[src/rtl/rst_seq.sv]
// Reset release sequencer: stretch, release memory reset, wait for init done, guard gap, release core.
// Optional mem-init wait timeout is built when RST_SEQ_TIMEOUT_EN is defined.
module rst_seq #(
  parameter int STRETCH_CYC = 16,
  parameter int GAP_CYC     = 4,
  parameter int TIMEOUT_CYC = 255,
  parameter int CNT_W       = 8
) (
  input  logic       clk,
  input  logic       rst,
  input  logic       mem_init_done,
  input  logic       sw_rst_req,
  output logic       o_mem_rst,
  output logic       o_core_rst,
  output logic       o_rst_done,
  output logic       o_timeout,
  output logic [2:0] o_state
);

  localparam logic [2:0] S_HOLD    = 3'd0;
  localparam logic [2:0] S_STRETCH = 3'd1;
  localparam logic [2:0] S_MEM     = 3'd2;
  localparam logic [2:0] S_GAP     = 3'd3;
  localparam logic [2:0] S_RUN     = 3'd4;

  localparam int MAX_AB  = (STRETCH_CYC > GAP_CYC) ? STRETCH_CYC : GAP_CYC;
  localparam int MAX_CYC = (MAX_AB > TIMEOUT_CYC) ? MAX_AB : TIMEOUT_CYC;

  localparam logic [CNT_W-1:0] STRETCH_LAST = CNT_W'(STRETCH_CYC - 1);
  localparam logic [CNT_W-1:0] GAP_LAST     = CNT_W'((GAP_CYC > 0) ? GAP_CYC - 1 : 0);
  localparam logic [CNT_W-1:0] CNT_TOP      = CNT_W'(MAX_CYC - 1);
  localparam logic [2:0]       S_AFTER_MEM  = (GAP_CYC == 0) ? S_RUN : S_GAP;

  logic [2:0]       state, state_nx;
  logic [CNT_W-1:0] cnt, cnt_nx, cnt_inc;

`ifdef RST_SEQ_TIMEOUT_EN
  localparam logic [CNT_W-1:0] TO_LAST = CNT_W'(TIMEOUT_CYC - 1);
  logic timeout_q, timeout_nx;
`endif

  // Saturating increment so the counter can never wrap inside a state
  assign cnt_inc = (cnt == CNT_TOP) ? cnt : cnt + CNT_W'(1);

  // State register and registered outputs derived from next-state
  always_ff @(posedge clk) begin
    if (rst) begin
      state      <= S_HOLD;
      cnt        <= '0;
      o_mem_rst  <= 1'b1;
      o_core_rst <= 1'b1;
      o_rst_done <= 1'b0;
    end else begin
      state      <= state_nx;
      cnt        <= cnt_nx;
      o_mem_rst  <= (state_nx == S_HOLD) || (state_nx == S_STRETCH);
      o_core_rst <= (state_nx != S_RUN);
      o_rst_done <= (state_nx == S_RUN);
    end
  end

`ifdef RST_SEQ_TIMEOUT_EN
  always_ff @(posedge clk) begin
    if (rst) timeout_q <= 1'b0;
    else     timeout_q <= timeout_nx;
  end
  assign o_timeout = timeout_q;
`else
  assign o_timeout = 1'b0;
`endif

  // Next-state and counter
  always_comb begin
    state_nx = state;
    cnt_nx   = cnt;
`ifdef RST_SEQ_TIMEOUT_EN
    timeout_nx = timeout_q;
`endif
    case (state)
      S_HOLD: begin
        state_nx = S_STRETCH;
        cnt_nx   = '0;
      end
      S_STRETCH: begin
        if (sw_rst_req) begin
          cnt_nx = '0;
        end else if (cnt == STRETCH_LAST) begin
          state_nx = S_MEM;
          cnt_nx   = '0;
        end else begin
          cnt_nx = cnt_inc;
        end
      end
      S_MEM: begin
        if (sw_rst_req) begin
          state_nx = S_STRETCH;
          cnt_nx   = '0;
        end else if (mem_init_done) begin
          state_nx = S_AFTER_MEM;
          cnt_nx   = '0;
`ifdef RST_SEQ_TIMEOUT_EN
        end else if (cnt == TO_LAST) begin
          state_nx   = S_AFTER_MEM;
          cnt_nx     = '0;
          timeout_nx = 1'b1;
        end else begin
          cnt_nx = cnt_inc;
`endif
        end
      end
      S_GAP: begin
        if (sw_rst_req) begin
          state_nx = S_STRETCH;
          cnt_nx   = '0;
        end else if (cnt == GAP_LAST) begin
          state_nx = S_RUN;
          cnt_nx   = '0;
        end else begin
          cnt_nx = cnt_inc;
        end
      end
      S_RUN: begin
        if (sw_rst_req) begin
          state_nx = S_STRETCH;
          cnt_nx   = '0;
        end
      end
      default: begin
        state_nx = S_HOLD;
        cnt_nx   = '0;
      end
    endcase
  end

  assign o_state = state;

endmodule

[config.mk]
export PLATFORM = sky130hd
export DESIGN_NAME = rst_seq
export DESIGN_NICKNAME = d
export VERILOG_FILES = /design/src/rtl/rst_seq.sv
export SDC_FILE = /design/constraint.sdc
export NUM_CORES = 1
export LEC_CHECK = 0
export CAP_MARGIN = 25
export CELL_PAD_IN_SITES_DETAIL_PLACEMENT = 2
export CELL_PAD_IN_SITES_GLOBAL_PLACEMENT = 2
export CORE_MARGIN = 1.5
export CORE_UTILIZATION = 28
export DETAILED_ROUTE_END_ITERATION = 10
export GPL_TIMING_DRIVEN = 0
export PLACE_DENSITY = 0.76
export SLEW_MARGIN = 5
export SYNTH_ARGS = -nofsm -noshare
export SYNTH_HDL_FRONTEND = slang
export SYNTH_SLANG_ARGS = --single-unit
[constraint.sdc]
create_clock -name clk -period 1.5 [get_ports clk]
set_clock_uncertainty 0.1 [all_clocks]
set_input_delay 0.3 -clock clk [delete_from_list [all_inputs] [get_ports clk]]
set_output_delay 0.3 -clock clk [all_outputs]
set_load 0.01 [all_outputs]
==> impl.org, run 1 <==
** Run status
- The flow ran to the end, but the final reports show violations.
- The final reports fail on setup timing.

** Logic synthesis
- Yosys Warn Count :: 0
- Commonest cells in the synthesized netlist :: sky130_fd_sc_hd__dfxtp_1 (14), sky130_fd_sc_hd__inv_1 (9), sky130_fd_sc_hd__nand3_1 (9), sky130_fd_sc_hd__nor2_1 (7)
- For this run, the leading register cell type out of synthesis is sky130_fd_sc_hd__dfxtp_1.
- The number of nets handed over by synthesis was 103.
- Sequential cell area fraction in the yosys report :: 34.84%
- Average cell area after synthesis :: around 8.3 um2
- Counting flops with a built-in enable in the synthesized netlist gives 0.
- Total standard cell area after synthesis :: ~800 um2
- Leading post-synthesis cells by cell area :: sky130_fd_sc_hd__dfxtp_1 (35%), sky130_fd_sc_hd__nand3_1 (5.6%), sky130_fd_sc_hd__inv_1 (4.2%)
- Library cell with the largest summed area after synthesis :: sky130_fd_sc_hd__dfxtp_1
- After synthesis, the netlist uses 38 different library cells.
- Most used standard cell by instance count after synthesis :: sky130_fd_sc_hd__dfxtp_1
- Gate count after technology mapping :: just under 100
- Counting flops and latches in the post-synthesis netlist gives 14.
- The share of synthesized area in the top cell type comes to around a third.
- In the synthesized netlist the async set-or-reset flop fraction comes to 0%.

** Clock network
- At the later pin of the worst-skew pair, clock insertion delay measures just under 0.3 ns.
- TritonCTS built the clock tree.
- In this run the clock root is driven by a sky130_fd_sc_hd__clkbuf_4.
- Clock sink total :: 14
- After clock tree synthesis, the flow added hold-fix buffers numbering 0.
- Clock-pin slew on the worst setup and hold paths :: approximately 0.1 ns
- Max H-tree Level :: 1
- TritonCTS buffer count :: 3
- Number of buffers on the longest clock path :: 2

** Global route
- Vias in the first global route :: around 870
- The initial antenna violation count was 0.
- Pin count of the biggest net entering global routing :: 11
- Global-route wire length before repair :: between 4000 and 5000 um
- Global route overflow :: 0
- Global routing used roughly 17% of the available tracks across all layers.

** Finish
- Area of the multi-input gates :: 613.1 um2
- Fraction of layout cells with a size suffix above 1 :: about 40%
- From synthesis to final layout, the design area changed by 51.79%.
- Total number of nets in the final design :: ~130
- Summing all flip-flop and latch instances after layout gives between 300 and 400 um2.
- Fill count :: 310
- The number of antenna diodes in the final layout is 0.

** Setup path
- Critical path capture point type :: flip-flop
- Startpoint Class :: flip-flop
- Arrival time of the worst setup path :: about 1.8 ns
- Along the worst path, the maximum fanout reaches 5.
- Critical path required time :: approximately 1.6 ns
- Critical path class :: flip-flop to flip-flop

** Floorplan
- The die covers around 0.0032 mm2.
- The initialized floorplan defines 19 standard-cell rows.
- Die span in y :: about 57 um
- Once the floorplan was initialized, standard cells occupied between 20% and 30% of the core.
- I/O Pins :: 11
- The floorplan step set the die width to around 57 um.
- Floorplan core area :: 0.002734 mm2

** Power
- Summed over all cells, the static leakage comes to between 0.4 and 0.5 nW.
- Dividing total power by cell area gives a power density of between 600 and 700 mW/mm2.
- IR drop worst, VDD :: between 500 and 600 uV
- Post-layout power :: between 800 and 900 uW

** Routing
- Summed over all layers, the routed wires come to 2724 um.
- Iteration count of the initial detailed-routing pass :: 4
- Routed Antenna Nets :: 0
- Met1 wire length :: about 1100 um
- For this run, design rule violations remaining after detail routing come to 0.
- Wire segments on met2 add up to between 1000 and 1500 um in the final route.
- After detailed routing, the met3 layer carries 115 um of wire.
- The detailed router finished its first iteration with 13 violations.
- Using the TritonRoute via totals, the vias-per-cell ratio works out to 5.579.
- Total number of vias :: around 850
- The highest metal layer carrying signal wires in the routed design is met4.
- After detailed routing, the average wire length per cell comes to about 18 um.

** Timing
- Setup TNS :: -1.265 ns
- Achievable frequency :: 598.8 MHz
- Setup repair after global routing could not meet its margin everywhere.
- Setup violations remaining at the end of the flow were counted as 12.
- Final Hold Fails :: 0
- Final worst path period need :: ~1.7 ns
- Measured against its own limit, the worst slew margin works out to between 60% and 70%.
- Max-slew violation total from the final report :: 0
- In the post-route analysis, the smallest setup slack over all paths is -0.1701 ns.
- For the pin with the worst max-slew slack, the measured transition is between 0.5 and 0.6 ns.
- Ratio of final minimum period to clock period :: 111.3%

** Placement
- Routability-driven placement finished with a final weighted congestion of approximately 0.73.
- Port Buf Inserts :: 9
- The HPWL after detailed placement is around 1700 um.

** Run
- Max-cap violations in this run came to 0.

** Worst hold path
- Worst hold path type :: flip-flop to flip-flop
[layout by cell type (no fill, tap or decap), drive strengths merged, types with 5 or more instances in the layout]
cell | synthesis | routed
o211ai | 4 | 5
dlygate4sd2 | 0 | 7
inv | 9 | 9
nand2 | 5 | 5
buf | 3 | 14
dfxtp | 14 | 14
nor2 | 7 | 7
nand3 | 9 | 9
[final cells by class]
class,instances,share of cell area [%]
plain buffers,3,2.152
well taps,31,3.176
repair buffers,20,14.04
multi-input cells,71,50.20
inverters,9,2.766
flip-flops and latches,14,24.69
clock buffers,4,2.971
[critical path, stage by stage, from the launching register on]
cell and delay, ns:
sky130_fd_sc_hd__dfxtp_4 0.38, sky130_fd_sc_hd__or3b_4 0.39, sky130_fd_sc_hd__a211oi_4 0.38, sky130_fd_sc_hd__buf_6 0.16
sky130_fd_sc_hd__o31a_1 0.11, sky130_fd_sc_hd__nor3_1 0.04
[sequential cells by signal, indices dropped and copies added, names as in the netlist]
| name | cells |
|---|---|
| o_rst_done | 1 |
| cnt | 8 |
| o_mem_rst | 1 |
| o_core_rst | 1 |
| o_state | 3 |
[cell families (layout without fill, tap and decap cells)]
family / Yosys count / in the layout / share of synthesized area (%)
AND/OR/NAND/NOR: 40 / 40 / 29.08
AO/OA/AOI/OAI: 27 / 28 / 25.66
flip-flops: 14 / 14 / 34.84
buffers and inverters: 13 / 36 / 6.843
adder cells (fa/ha/maj): 2 / 2 / 3.110
other: 1 / 1 / 0.4661
[power by group]
group / switching, mW / internal [mW] / total (mW)
combinational: 0.0540 / 0.0460 / 0.100
sequential: 0.0441 / 0.391 / 0.435
clock: 0.140 / 0.148 / 0.288
total: 0.238 / 0.585 / 0.823
[repair_timing]
action | in CTS | in global routing
gates resized for setup | 18 | 23
setup buffers | 6 | 5
cloned | 0 | 1
pin swaps | 5 | 10
setup endpoints to repair | 19 | 14
[path summary, 6_finish.rpt]
path | from | endpoint | slack, ns | depth (start not counted)
hold reg to reg | cnt[0] | cnt[0] | 0.45 | 1
setup / recovery | o_state[1] | cnt[7] | -0.17 | 5
hold / removal | cnt[0] | cnt[0] | 0.45 | 1
setup reg to reg | o_state[1] | cnt[7] | -0.17 | 5
[per-stage QoR]
step	hold slack, ns	worst slack (ns)	cell area [um2]	utilization [%]	std cells
2_1_floorplan	0.2650	0.001451	835.8	-	97
3_3_place_gp	0.4058	-0.7764	964.7	35.29	137
3_5_place_dp	0.4378	-0.8866	964.7	35.29	137
4_1_cts	0.4841	-0.1535	1079	39.45	146
5_1_grt	0.4766	-0.2314	1221	44.67	152
6_report	0.4465	-0.1701	1221	44.67	152
[per-layer routing]
layer	vias to the layer above	global-route usage, %
met5	-	0
met1	421	20.17
met2	17	31.40
li1	408	-
met3	2	2.765
met4	0	6.122
Note: power is estimated with default switching activity, not from simulation.
==> run 2, diff against run 1 <==
--- a/config.mk
+++ b/config.mk
@@ -8,11 +8,13 @@
 export CAP_MARGIN = 25
 export CELL_PAD_IN_SITES_DETAIL_PLACEMENT = 2
 export CELL_PAD_IN_SITES_GLOBAL_PLACEMENT = 2
+export CORE_ASPECT_RATIO = 0.8
 export CORE_MARGIN = 1.5
 export CORE_UTILIZATION = 28
+export CTS_CLUSTER_DIAMETER = 40
 export DETAILED_ROUTE_END_ITERATION = 10
 export GPL_TIMING_DRIVEN = 0
-export PLACE_DENSITY = 0.76
+export PLACE_DENSITY_LB_ADDON = 0.1
 export SLEW_MARGIN = 5
 export SYNTH_ARGS = -nofsm -noshare
 export SYNTH_HDL_FRONTEND = slang
==> impl.org, run 2 (same netlist as run 1, synthesis figures left out) <==
** Global route
- Global-route wire length before repair :: 4698 um
- Global routing finished with a remaining overflow of 0.
- Initial antenna violation count :: 0
- Pin count of the biggest net entering global routing :: 11
- The number of global-route vias before repair came to roughly 930.
- Total track usage :: about 20%

** Worst hold path
- Worst hold path type :: flip-flop to flip-flop

** Finish
- Counting the fill cells in the layout gives just over 300.
- Across the whole layout, storage elements account for between 300 and 400 um2.
- The area growth from synthesis to layout is 50.08%.
- Fraction of layout cells with a size suffix above 1 :: about two fifths
- Area of the multi-input gates :: 588.1 um2
- In the layout the commonest cells are sky130_fd_sc_hd__buf_4 (11), sky130_fd_sc_hd__inv_1 (9), sky130_fd_sc_hd__nand3_1 (9).
- Max reg flops :: 8
- At the end of the flow the core is filled with cells to 44.00%.
- Total number of nets in the final design :: approximately 130
- Number of antenna cells inserted :: 0
- Most common cell after layout, fill and taps aside :: sky130_fd_sc_hd__buf_4
- The register with the most flip-flops in the final layout is cnt.

** Timing
- Final worst setup slack :: -0.09327 ns
- Achievable frequency :: between 600 and 700 MHz
- Setup violations, final :: 9
- The number of pins exceeding their max-slew limit in the final report is 0.
- RSZ-0062 raised after global routing :: true
- For the final routed database, the setup TNS stands at -0.5964 ns.
- The count of final hold-check violations came to 0.
- The worst path uses 106.2% of the clock period.
- Final worst path period need :: about 1.6 ns

** Floorplan
- In this run the vertical extent of the chip is between 50 and 60 um.
- During I/O placement, the number of pins put on the boundary was 11.
- The total area inside the core boundary comes to roughly 0.0027 mm2.
- Starting density of the core :: 29.32%
- The floorplan has 17 rows.
- Width of the die :: roughly 63 um
- The die covers about 0.0032 mm2.

** Power
- Post-layout power :: 759.2 uW
- Share of total power in combinational logic :: 11.4%
- Static leakage power :: around 0.41 nW
- Sequential cells burn between 50 and 60% of the power.
- Summed over all nets, the switching power comes to approximately 230 uW.
- Net switching is between 20 and 30% of the power.
- P_int :: 532.2 uW
- IR analysis of the VDD net gives a maximum drop of ~420 uV.
- Total power density per cell area :: about 630 mW/mm2
- Fraction of power consumed by the clock network :: 32.2%

** Setup path
- Arrival time of the worst setup path :: 1.67 ns
- Gate family responsible for the most delay along the worst path :: simple AND/OR/NAND/NOR gates
- For this run, the slowest stage of the critical path takes between 0.3 and 0.4 ns.
- The critical path is of the flip-flop to flip-flop type.
- Data on the critical path is required at its endpoint by approximately 1.6 ns.
- The critical path goes through or3b_4 -> a211oi_4 -> buf_4 -> o31a_1 -> nor3_1.
- The largest individual stage delay along the critical path comes from the cell sky130_fd_sc_hd__or3b_4.
- Together, buffers and inverters on the worst path number 1.
- The worst setup path is launched from a flip-flop.
- STA classifies the critical path endpoint as a flip-flop.
- Critical-path maximum fanout :: 3

** Placement
- The congestion estimate from routability-driven global placement came to 0.7353.
- At the placement stage, the worst setup path has a slack of -0.7936 ns.
- Port Buf Inserts :: 9
- Detailed placement finished with a half-perimeter wire length of 1789 um.

** Clock network
- The number of clock buffers added by TritonCTS is 3.
- CTS tree :: built
- Clock-pin slew was measured on the worst setup and hold paths at around 0.10 ns.
- The clock reaches the later pin of the worst-skew pair after about 0.30 ns.
- Root buffer cell :: sky130_fd_sc_hd__clkbuf_4
- Clock sink total :: 14
- Max H-tree Level :: 1
- Number of buffers on the longest clock path :: 2

** Routing
- Average via count per standard cell :: ~5.2
- Drt drc :: 0
- After the first detailed-routing iteration, the DRC count stood at 13.
- The final route contains ~820 vias.
- After detailed routing, the average wire length per cell comes to 17.00 um.
- Routed Antenna Nets :: 0
- Summed over all layers, the routed wires come to approximately 2700 um.
- The first detailed-routing pass ran for 4 iterations.

** Run status
- Violated checks :: setup timing
- Run status :: finished, violations left

** Run
- Number of max-cap violations :: 0
[run 2: changes by cell type in the layout (fill, tap and decap cells not counted), sizes merged]
cell / delta
clkbuf: +1
buf: -1
o211ai: -1
[run 2: timing repair]
action,in CTS,in global routing
resized for setup,28,12
hold buffers,0,0
buffers inserted,9,2
endpoints found under the setup margin,20,14
pin swaps,8,6
[run 2: final timing paths]
check	start	to	slack (ns)	depth (start not counted)
worst min-delay path	cnt[0]	cnt[0]	0.43	1
worst min register to register	cnt[0]	cnt[0]	0.43	1
worst max register to register	o_state[1]	cnt[7]	-0.09	5
worst max-delay path	o_state[1]	cnt[7]	-0.09	5
[run 2: per-stage QoR]
stage	cells	instance area (um2)	hold WS, ns
after global routing	158	1207	0.4631
after CTS	156	1140	0.4181
after global placement	144	973.4	0.4048
after detailed placement	144	973.4	0.4055
final	158	1207	0.4261
after floorplan	97	835.8	0.2650
[run 2: power by group through the flow]
stage	Sequential [mW]	Clock [mW]	Combinational (mW)
after floorplan	0.422	0	0.0507
after global placement	0.434	0	0.0755
after detailed placement	0.431	0	0.0795
after CTS	0.431	0.254	0.0825
after global routing	0.432	0.273	0.101
final	0.428	0.244	0.0864
[run 2: per-layer routing]
layer	up-vias	GRT usage [%]	wire length [um]
met5	-	0	0
met4	0	5.556	38
met3	7	5.286	92
met2	12	33.87	1301
met1	399	24.36	1254
li1	406	-	-
[run 2: layout make-up]
cell class	instances	share of cell area, %
repair buffers	20	14.61
flip-flops and latches	14	25.60
inverters	9	2.798
clock buffers	4	2.176
multi-input cells	70	48.70
plain buffers	3	2.176
well taps	38	3.938
==> run 3, diff against run 2 <==
--- a/config.mk
+++ b/config.mk
@@ -8,7 +8,6 @@
 export CAP_MARGIN = 25
 export CELL_PAD_IN_SITES_DETAIL_PLACEMENT = 2
 export CELL_PAD_IN_SITES_GLOBAL_PLACEMENT = 2
-export CORE_ASPECT_RATIO = 0.8
 export CORE_MARGIN = 1.5
 export CORE_UTILIZATION = 28
 export CTS_CLUSTER_DIAMETER = 40
==> impl.org, run 3 (same netlist as run 1, synthesis figures left out) <==
** Finish
- Counting flops per register, the top entry is cnt.
- The library cells used most frequently in the layout, excluding fill and tap cells, are sky130_fd_sc_hd__buf_4 (12), sky130_fd_sc_hd__inv_1 (9), sky130_fd_sc_hd__nand3_1 (9).
- Number of antenna cells inserted :: 0
- Measured on the finished design, the core utilization comes to between 40% and 50%.
- After the last flow step, the layout net total stands at approximately 130.
- Final Instance Area :: 0.001169 mm2
- Max reg flops :: 8
- Most common cell after layout, fill and taps aside :: sky130_fd_sc_hd__buf_4
- Fraction of layout cells with a size suffix above 1 :: approximately 37%
- From synthesis to final layout, the design area changed by 45.26%.

** Global route
- For met3 alone, demand over resource in global routing was roughly 2.8%.
- Pin count of the biggest net entering global routing :: 11
- Vias in the first global route :: approximately 880
- Global route overflow :: 0
- Global-route met1 utilization :: between 20% and 30%
- In this run the most used layer during global routing was met2.
- Met2 Resource Use GR :: around 30%
- The first global-routing pass estimated 4202 um of wire.
- Across every metal layer, demand over resource in global routing totals about 17%.
- The initial antenna violation count came to 0.

** Floorplan
- Floorplan core area :: between 0.002 and 0.003 mm2
- Width of the die :: roughly 57 um
- In this run the core area contains 19 standard-cell rows.
- I/O Pins :: 11
- Die area :: around 0.0032 mm2
- Starting density of the core :: 29.43%
- Die span in y :: between 50 and 60 um

** Clock network
- Clock sink total :: 14
- In this run the number of H-tree levels came out at 1.
- TritonCTS built the clock tree.
- Clock-pin slew was measured on the worst setup and hold paths at 0.10 ns.
- In this run, post-CTS hold repair placed 0 buffers.
- The tree is rooted in a sky130_fd_sc_hd__clkbuf_4.
- Clock network latency to the later pin of the worst-skew pair :: 0.29 ns
- Clock tree synthesis inserted a total of 3 buffers.
- No sink is reached through more buffers than the 2 on the longest clock path.

** Setup path
- Cells traversed along the worst timing path :: nor4_4 -> o211ai_4 -> a221oi_1 -> nor2_1
- The slowest stage of the critical path belongs to the cell sky130_fd_sc_hd__nor4_4.
- In this design, the stage delay of the slowest critical-path cell is a little under 0.5 ns.
- Critical path capture point type :: flip-flop
- In this design, the largest share of critical-path delay is due to simple AND/OR/NAND/NOR gates.
- Critical path required time :: 1.59 ns
- Critical-path maximum fanout :: 5
- Arrival time of the worst setup path :: about 1.7 ns
- The worst setup path is launched from a flip-flop.
- The critical path is of the flip-flop to flip-flop type.
- The number of buffers and inverters on the critical path is 0.

** Timing
- Final worst setup slack :: -0.1420 ns
- The final critical path takes up 109.5% of the cycle.
- Setup violations, final :: 14
- Setup repair after global routing could not meet its margin everywhere.
- Based on the critical path, the design can be clocked at up to around 610 MHz.
- The routed design could run at a clock period as short as approximately 1.6 ns.
- Final Hold Fails :: 0
- Max-slew violation total from the final report :: 0

** Power
- Combinational cells account for between 10% and 20% of the total power.
- The worst-case IR drop observed on VDD is about 420 uV.
- In this run, the clock network consumes around 36% of the power.
- For this design the static power due to leakage is between 0.4 and 0.5 nW.
- Summing internal, switching and leakage power gives 810.0 uW.
- Switching power as a share of total power :: ~28%
- Sequential power share :: 53.7%
- P_int :: a little under 600 uW
- Total power density per cell area :: ~690 mW/mm2
- In this run the power spent charging and discharging nets is about 230 uW.

** Routing
- Iteration count of the initial detailed-routing pass :: 3
- Drt drc :: 0
- For this block, the routed nets add up to ~2600 um of wire.
- Routed Antenna Nets :: 0
- The routed layout has approximately 840 vias.
- Using the TritonRoute via totals, the vias-per-cell ratio works out to roughly 5.6.
- Detailed router's first-iteration violation count :: 10
- WL per Instance :: between 15 and 20 um

** Placement
- Gpl congestion :: approximately 0.7
- Port Buf Inserts :: 9
- Post-detailed-placement cell area :: 964.7 um2
- Placed wire-length estimate :: around 1600 um

** Run status
- The final reports fail on setup timing.
- Run status :: finished, violations left

** Run
- Number of max-cap violations :: 0

** Worst hold path
- The min-delay analysis places its worst path in the category flip-flop to flip-flop.
==> run 3: layer usage <==
metal	up-vias	share of wire (%)
met2	13	51
met5	-	0
met4	0	1.3
met3	5	2.2
met1	417	45
li1	409	-
==> run 3: worst paths after layout <==
path / start / end / slack [ns] / cells after the start
min reg2reg: cnt[0] / cnt[0] / 0.42 / 1
max reg2reg: cnt[7] / o_state[0] / -0.14 / 4
max: cnt[7] / o_state[0] / -0.14 / 4
min: cnt[0] / cnt[0] / 0.42 / 1
==> run 3: per-stage QoR <==
step | hold slack [ns] | TNS (ns) | cells | setup slack, ns
3_3_place_gp | 0.4180 | -6.475 | 137 | -0.7976
3_5_place_dp | 0.4072 | -6.470 | 137 | -0.8206
6_report | 0.4237 | -1.066 | 151 | -0.1420
2_1_floorplan | 0.2650 | 0 | 97 | 0.001451
5_1_grt | 0.4547 | -2.509 | 151 | -0.2341
4_1_cts | 0.4324 | -1.314 | 145 | -0.1744
==> run 3: power by group through the flow <==
stage | clock, mW | combinational, mW | sequential, mW
2_1_floorplan | 0 | 0.0507 | 0.422
3_3_place_gp | 0 | 0.0771 | 0.434
3_5_place_dp | 0 | 0.0789 | 0.433
4_1_cts | 0.303 | 0.0822 | 0.423
5_1_grt | 0.318 | 0.0955 | 0.442
6_report | 0.292 | 0.0831 | 0.435
==> run 3: timing repair <==
| action | 4_1_cts | 5_1_grt |
|---|---|---|
| setup buffers | 5 | 5 |
| pin swaps | 8 | 3 |
| setup endpoints to repair | 20 | 14 |
| gates cloned | 0 | 1 |
| resized for setup | 23 | 7 |
==> run 3: cell type report <==
cell class | instances | area (um2)
repair buffers | 19 | 156.4
plain buffers | 3 | 22.52
clock buffers | 4 | 36.28
fillers | 303 | 1565
inverters | 9 | 33.78
flip-flops and latches | 14 | 299.0
multi-input cells | 71 | 581.8
well taps | 31 | 38.79
